$ cat config.mk
export PLATFORM = sky130hd
export DESIGN_NAME = alu_operand_stage
export DESIGN_NICKNAME = d
export VERILOG_FILES = /design/src/rtl/alu_operand_stage.sv
export SDC_FILE = /design/constraint.sdc
export NUM_CORES = 1
export LEC_CHECK = 0
export BUFFER_PORTS_ARGS = -buffer_cell sky130_fd_sc_hd__buf_2
export CAP_MARGIN = 40
export CORE_AREA = 3 3 215 217
export DETAILED_ROUTE_END_ITERATION = 10
export DIE_AREA = 0 0 218 220
export HOLD_SLACK_MARGIN = 0.08
export PLACE_DENSITY = 0.45
export SYNTH_ARGS = -nofsm -noshare
export SYNTH_HDL_FRONTEND = slang
export SYNTH_SLANG_ARGS = --single-unit
$ cat constraint.sdc
create_clock -name clk -period 3.7 [get_ports clk]
set_input_delay 0.185 -clock clk [delete_from_list [all_inputs] [get_ports clk]]
set_output_delay 0.185 -clock clk [all_outputs]
set_load 0.05 [all_outputs]
$ cat src/rtl/alu_operand_stage.sv
// Registered ALU operand-select stage between decode and execute. It forwards
// results from the bypass network, stalls on load-use hazards, and masks the
// shift amount for W-type operations. Build with OPSTAGE_FWD_CNT_EN defined to
// add the fwd_count forwarding counter.
module alu_operand_stage #(
  parameter int unsigned XLEN   = 64,
  parameter int unsigned NBYP   = 2,
  parameter int unsigned RIDX_W = 5
) (
  input  logic                     clk,
  input  logic                     reset,
  input  logic                     in_valid,
  output logic                     in_ready,
  input  logic [XLEN-1:0]          in_pc,
  input  logic [XLEN-1:0]          in_imm,
  input  logic [RIDX_W-1:0]        in_rs1,
  input  logic [RIDX_W-1:0]        in_rs2,
  input  logic [XLEN-1:0]          in_rd1,
  input  logic [XLEN-1:0]          in_rd2,
  input  logic [1:0]               in_src1_sel,
  input  logic [1:0]               in_src2_sel,
  input  logic                     in_word,
  input  logic                     flush,
  input  logic [NBYP-1:0]          byp_valid,
  input  logic [NBYP-1:0]          byp_ready,
  input  logic [NBYP*RIDX_W-1:0]   byp_dst,
  input  logic [NBYP*XLEN-1:0]     byp_data,
  output logic                     out_valid,
  input  logic                     out_ready,
  output logic [XLEN-1:0]          out_in1,
  output logic [XLEN-1:0]          out_in2,
  output logic                     out_word
`ifdef OPSTAGE_FWD_CNT_EN
  ,
  output logic [31:0]              fwd_count
`endif
);

  localparam int unsigned RES_W   = XLEN + 2;
  localparam int unsigned CNT_W   = 32;

  localparam logic [1:0] SRC1_REG   = 2'd0;
  localparam logic [1:0] SRC1_PC    = 2'd1;
  localparam logic [1:0] SRC1_ZERO  = 2'd2;
  localparam logic [1:0] SRC2_REG   = 2'd0;
  localparam logic [1:0] SRC2_IMM   = 2'd1;
  localparam logic [1:0] SRC2_SHAMT = 2'd2;
  localparam logic [1:0] SRC2_C4    = 2'd3;

  // Returns {hazard, forwarded, value}; the lowest-index matching entry wins
  // even when it is not ready, so an older ready result is never used.
  function automatic logic [RES_W-1:0] resolve(
    input logic [RIDX_W-1:0]      s,
    input logic [XLEN-1:0]        rd,
    input logic [NBYP-1:0]        bv,
    input logic [NBYP-1:0]        br,
    input logic [NBYP*RIDX_W-1:0] bd,
    input logic [NBYP*XLEN-1:0]   bdat
  );
    logic             found;
    logic [RES_W-1:0] res;
    found = 1'b0;
    res   = {2'b00, rd};
    if (s == '0) begin
      res = '0;
    end else begin
      for (int i = 0; i < int'(NBYP); i++) begin
        if (!found && bv[i] && (bd[i*RIDX_W +: RIDX_W] == s)) begin
          found = 1'b1;
          if (br[i]) res = {2'b01, bdat[i*XLEN +: XLEN]};
          else       res = {2'b10, rd};
        end
      end
    end
    return res;
  endfunction

  logic [RES_W-1:0] res1_c;
  logic [RES_W-1:0] res2_c;
  logic [XLEN-1:0]  rs1_val_c;
  logic [XLEN-1:0]  rs2_val_c;
  logic             use1_c;
  logic             use2_c;
  logic             fwd1_c;
  logic             fwd2_c;
  logic             hazard_c;
  logic             capture_c;
  logic [XLEN-1:0]  op1_c;
  logic [XLEN-1:0]  op2_c;

  assign res1_c    = resolve(in_rs1, in_rd1, byp_valid, byp_ready, byp_dst, byp_data);
  assign res2_c    = resolve(in_rs2, in_rd2, byp_valid, byp_ready, byp_dst, byp_data);
  assign rs1_val_c = res1_c[XLEN-1:0];
  assign rs2_val_c = res2_c[XLEN-1:0];

  // Source use: reserved src1 encoding behaves as REG.
  assign use1_c = (in_src1_sel != SRC1_PC) && (in_src1_sel != SRC1_ZERO);
  assign use2_c = (in_src2_sel == SRC2_REG) || (in_src2_sel == SRC2_SHAMT);
  assign fwd1_c = use1_c && res1_c[XLEN];
  assign fwd2_c = use2_c && res2_c[XLEN];

  assign hazard_c  = (use1_c && res1_c[XLEN+1]) || (use2_c && res2_c[XLEN+1]);
  assign in_ready  = !hazard_c && (!out_valid || out_ready);
  assign capture_c = in_valid && in_ready && !flush;

  // Operand 1 mux.
  always_comb begin
    op1_c = rs1_val_c;
    case (in_src1_sel)
      SRC1_PC:   op1_c = in_pc;
      SRC1_ZERO: op1_c = '0;
      default:   op1_c = rs1_val_c;
    endcase
  end

  // Operand 2 mux; W-type shifts only see a 5-bit shift amount.
  always_comb begin
    op2_c = rs2_val_c;
    case (in_src2_sel)
      SRC2_IMM:   op2_c = in_imm;
      SRC2_SHAMT: op2_c = in_word ? XLEN'(rs2_val_c[4:0]) : XLEN'(rs2_val_c[5:0]);
      SRC2_C4:    op2_c = XLEN'(4);
      default:    op2_c = rs2_val_c;
    endcase
  end

  // Single-entry pipeline register; flush beats capture and drain.
  always_ff @(posedge clk or posedge reset) begin
    if (reset) begin
      out_valid <= 1'b0;
      out_in1   <= '0;
      out_in2   <= '0;
      out_word  <= 1'b0;
    end else if (flush) begin
      out_valid <= 1'b0;
    end else if (capture_c) begin
      out_valid <= 1'b1;
      out_in1   <= op1_c;
      out_in2   <= op2_c;
      out_word  <= in_word;
    end else if (out_ready) begin
      out_valid <= 1'b0;
    end
  end

`ifdef OPSTAGE_FWD_CNT_EN
  // Counts used sources served from the bypass network; wraps naturally.
  always_ff @(posedge clk or posedge reset) begin
    if (reset) begin
      fwd_count <= '0;
    end else if (capture_c) begin
      fwd_count <= fwd_count + CNT_W'(fwd1_c) + CNT_W'(fwd2_c);
    end
  end
`else
  logic unused_fwd_c;
  assign unused_fwd_c = fwd1_c ^ fwd2_c ^ (CNT_W == 0);
`endif

endmodule

==> results_dict.tcl <==
set metrics [dict create \
    cap_viol_max_count 0 \
    cts.sinks 130 \
    cp.depth 7 \
    place_ws_ps 960 \
    crit_fanout 34 \
    layout-drive-gt1-share 0.438 \
    nets 2032 \
    grt_setup_unrepaired "false" \
    routed_wirelength_um 52200 \
    post-route-period-util 0.633 \
    cts_buffer_depth 2 \
    fillers 4733 \
    synth_seq_cells 130 \
    cts_max_level 4 \
    grt_use_total 0.208 \
    cp_cell_sequence "buf_2 > or4_1 > o21ai_4 > buf_4 > o31a_1 > and3_1 > buf_2" \
    layout_min_cycle_time_ps 2340 \
    cp-end-kind "output pin" \
    io_buffer_count 548 \
    critical_path.most_common_cell "buf_2" \
    grt_pass1_wl_um 75800 \
    synth_edf_count 0 \
    synthCells 1102 \
    outcome "finished clean" \
    power_density_nw_per_um2 423 \
    synthesis.nets 1521 \
    crit_type "input pin to output pin" \
    place_area_um2 13700 \
    io_pins 549 \
    grt_antenna_before_repair 7 \
    die_y_um 220 \
    synth_area_per_cell_um2 9.35 \
    clock_latency_ps 430 \
    arrival_ps 2160 \
    ys_types 47 \
    cp_data_required_time_ps 3510 \
    first_global_vias 12095 \
    ir_drop_mv 0.283 \
    die_x_um 218 \
    ctsResizeCount 0 \
    finalClockSkew_ps 5.98 \
    worst_slew_pin_slew_ps 826 \
    wl_per_cell_um 23.5 \
    cts_buffers 17 \
    max_freq_ghz 0.427 \
    area_delta_synth_final_pct 42.1 \
    fin_area_um2 14600 \
    min_path_cells 4 \
    cp_top_family "buffers and inverters" \
    layout_setup_ws_ps 1360 \
    via_count 11977 \
    max_stage_delay_ps 580 \
    async_flop_share 1.00 \
    layout_common_cells "547 x buf_2, 130 x dfrtp_1, 129 x a21oi_1" \
    r2r_cells 5 \
    place_congestion 0.871 \
    power.leakage_nw 6.54 \
    layout_commonest_cell "buf_2" \
    yosys_warnings 0 \
    clkSlewWorstSetupHoldPaths_ps 60 \
    synthFlopType "dfrtp_1" \
    drcViolationCount 0 \
    drt-initial-drc-count 636 \
    ant_nets 0 \
    coreArea_um2 44300 \
    grt_overflow 0 \
    dp_hpwl_um 38600 \
    cts_tree "built" \
    syn_area_um2 10300 \
    dr.pass1.iters 5 \
    setup_viol 0 \
    timing.setup.tns_ps 0 \
    crit_buf_inv 3 \
    vias_per_cell 5.39 \
    die-area_um2 48000 \
    maxSlewViolCount 0 \
    root_buffer "clkbuf_16" \
    start_util 0.232 \
    layout.cells.non_filler 2221 \
    startpoint_type "input pin" \
    cp_slowest_cell "or4_1" \
    ys_seq_area_frac 0.316 \
    worst_hold_path_type "input pin to flip-flop" \
    row_count 77 \
    hold_viol 0 \
    grt_max_degree 112 \
    post-place-cells 2151 \
    relSlewSlack 0.449 \
]
-- path summary, 6_finish.rpt --
path	startpoint	to	slack [ps]
max	in_rs1[1]	in_ready	1360
min	in_imm[34]	out_in2[34]	120
max reg2reg	out_valid	out_in2[34]	1710
min reg2reg	out_in2[56]	out_in2[56]	480
max in group asynchronous	reset	out_in2[6]	2270
min in group asynchronous	reset	out_in2[25]	470
-- cell type report --
type	instances	area, um2	share of cell area
Antenna cell	3	7.51	0.000513
Clock buffer	22	454	0.0310
Clock inverter	10	134	0.00915
Inverter	9	38.8	0.00265
Multi-Input combinational cell	841	6580	0.449
Sequential cell	130	3250	0.222
Tap cell	592	741	0.0506
Timing Repair Buffer	614	3430	0.234
-- sequential cells by signal (all words and copies together), names as in the netlist --
signal     cells
out_word       1
out_valid      1
out_in1       64
out_in2       64
-- logic make-up after synthesis --
logic type | synth area share
AO/OA/AOI/OAI | 0.295
multiplexers | 0.271
XOR/XNOR | 0.0170
buffers and inverters | 0.0535
AND/OR/NAND/NOR | 0.0468
adder cells (fa/ha/maj) | 0.00121
flip-flops | 0.316
-- per-stage QoR --
stage	power, mW	hold WS (ps)	util
after floorplan	3.50	293	-
after global placement	4.44	410	0.309
after detailed placement	4.45	413	0.309
after CTS	6.28	83.8	0.330
after global routing	6.49	95.7	0.330
final	6.19	115	0.330
-- worst reg2reg max path, cell delays in order (launching register included) --
cell and delay (ps):
dfrtp_1 370, nand2b_1 130, and4bb_1 260, nand3_4 300, buf_12 330, mux2_1 480
-- routing by layer --
| metal | part of all wire | global-route usage | vias up |
|---|---|---|---|
| met5 | 0.00084 | 0 | - |
| met1 | 0.39 | 0.243 | 5885 |
| met2 | 0.49 | 0.359 | 579 |
| met4 | 0.037 | 0.0883 | 8 |
| li1 | - | - | 5389 |
| met3 | 0.079 | 0.0553 | 116 |
-- Yosys cell counts, drive strengths merged, types with 2 or more instances --
library cell  number  area share
o21ai             64       0.031
xnor2              9      0.0077
dfrtp            130        0.32
mux2             190        0.21
and3               5      0.0030
xor2              11      0.0094
mux2i             65       0.063
nand3              6      0.0034
nor2              69       0.025
a32oi             61       0.052
clkbuf            83       0.030
nand2b             3      0.0018
nor4               2      0.0012
inv                9      0.0033
a211oi            62       0.045
a31oi             64       0.039
a21oi            129       0.063
a311oi            63       0.054
nand2             12      0.0044
nor2b              3      0.0018
nor3               3      0.0015
o211ai             3      0.0022
o31ai              2      0.0015
buf               39       0.020
-- power by group --
part | internal [mW] | switching, mW | leakage (nW)
combinational | 0.777 | 1.85 | 4.59
sequential | 1.69 | 0.136 | 1.67
clock | 1.07 | 0.668 | 0.284
-- timing repair --
item / 4_1_cts / 5_1_grt
hold buffers: 35 / 0
buffers inserted: 0 / 0
endpoints found under the hold margin: 112 / 0
No activity file was read; power rests on OpenSTA's default activity.
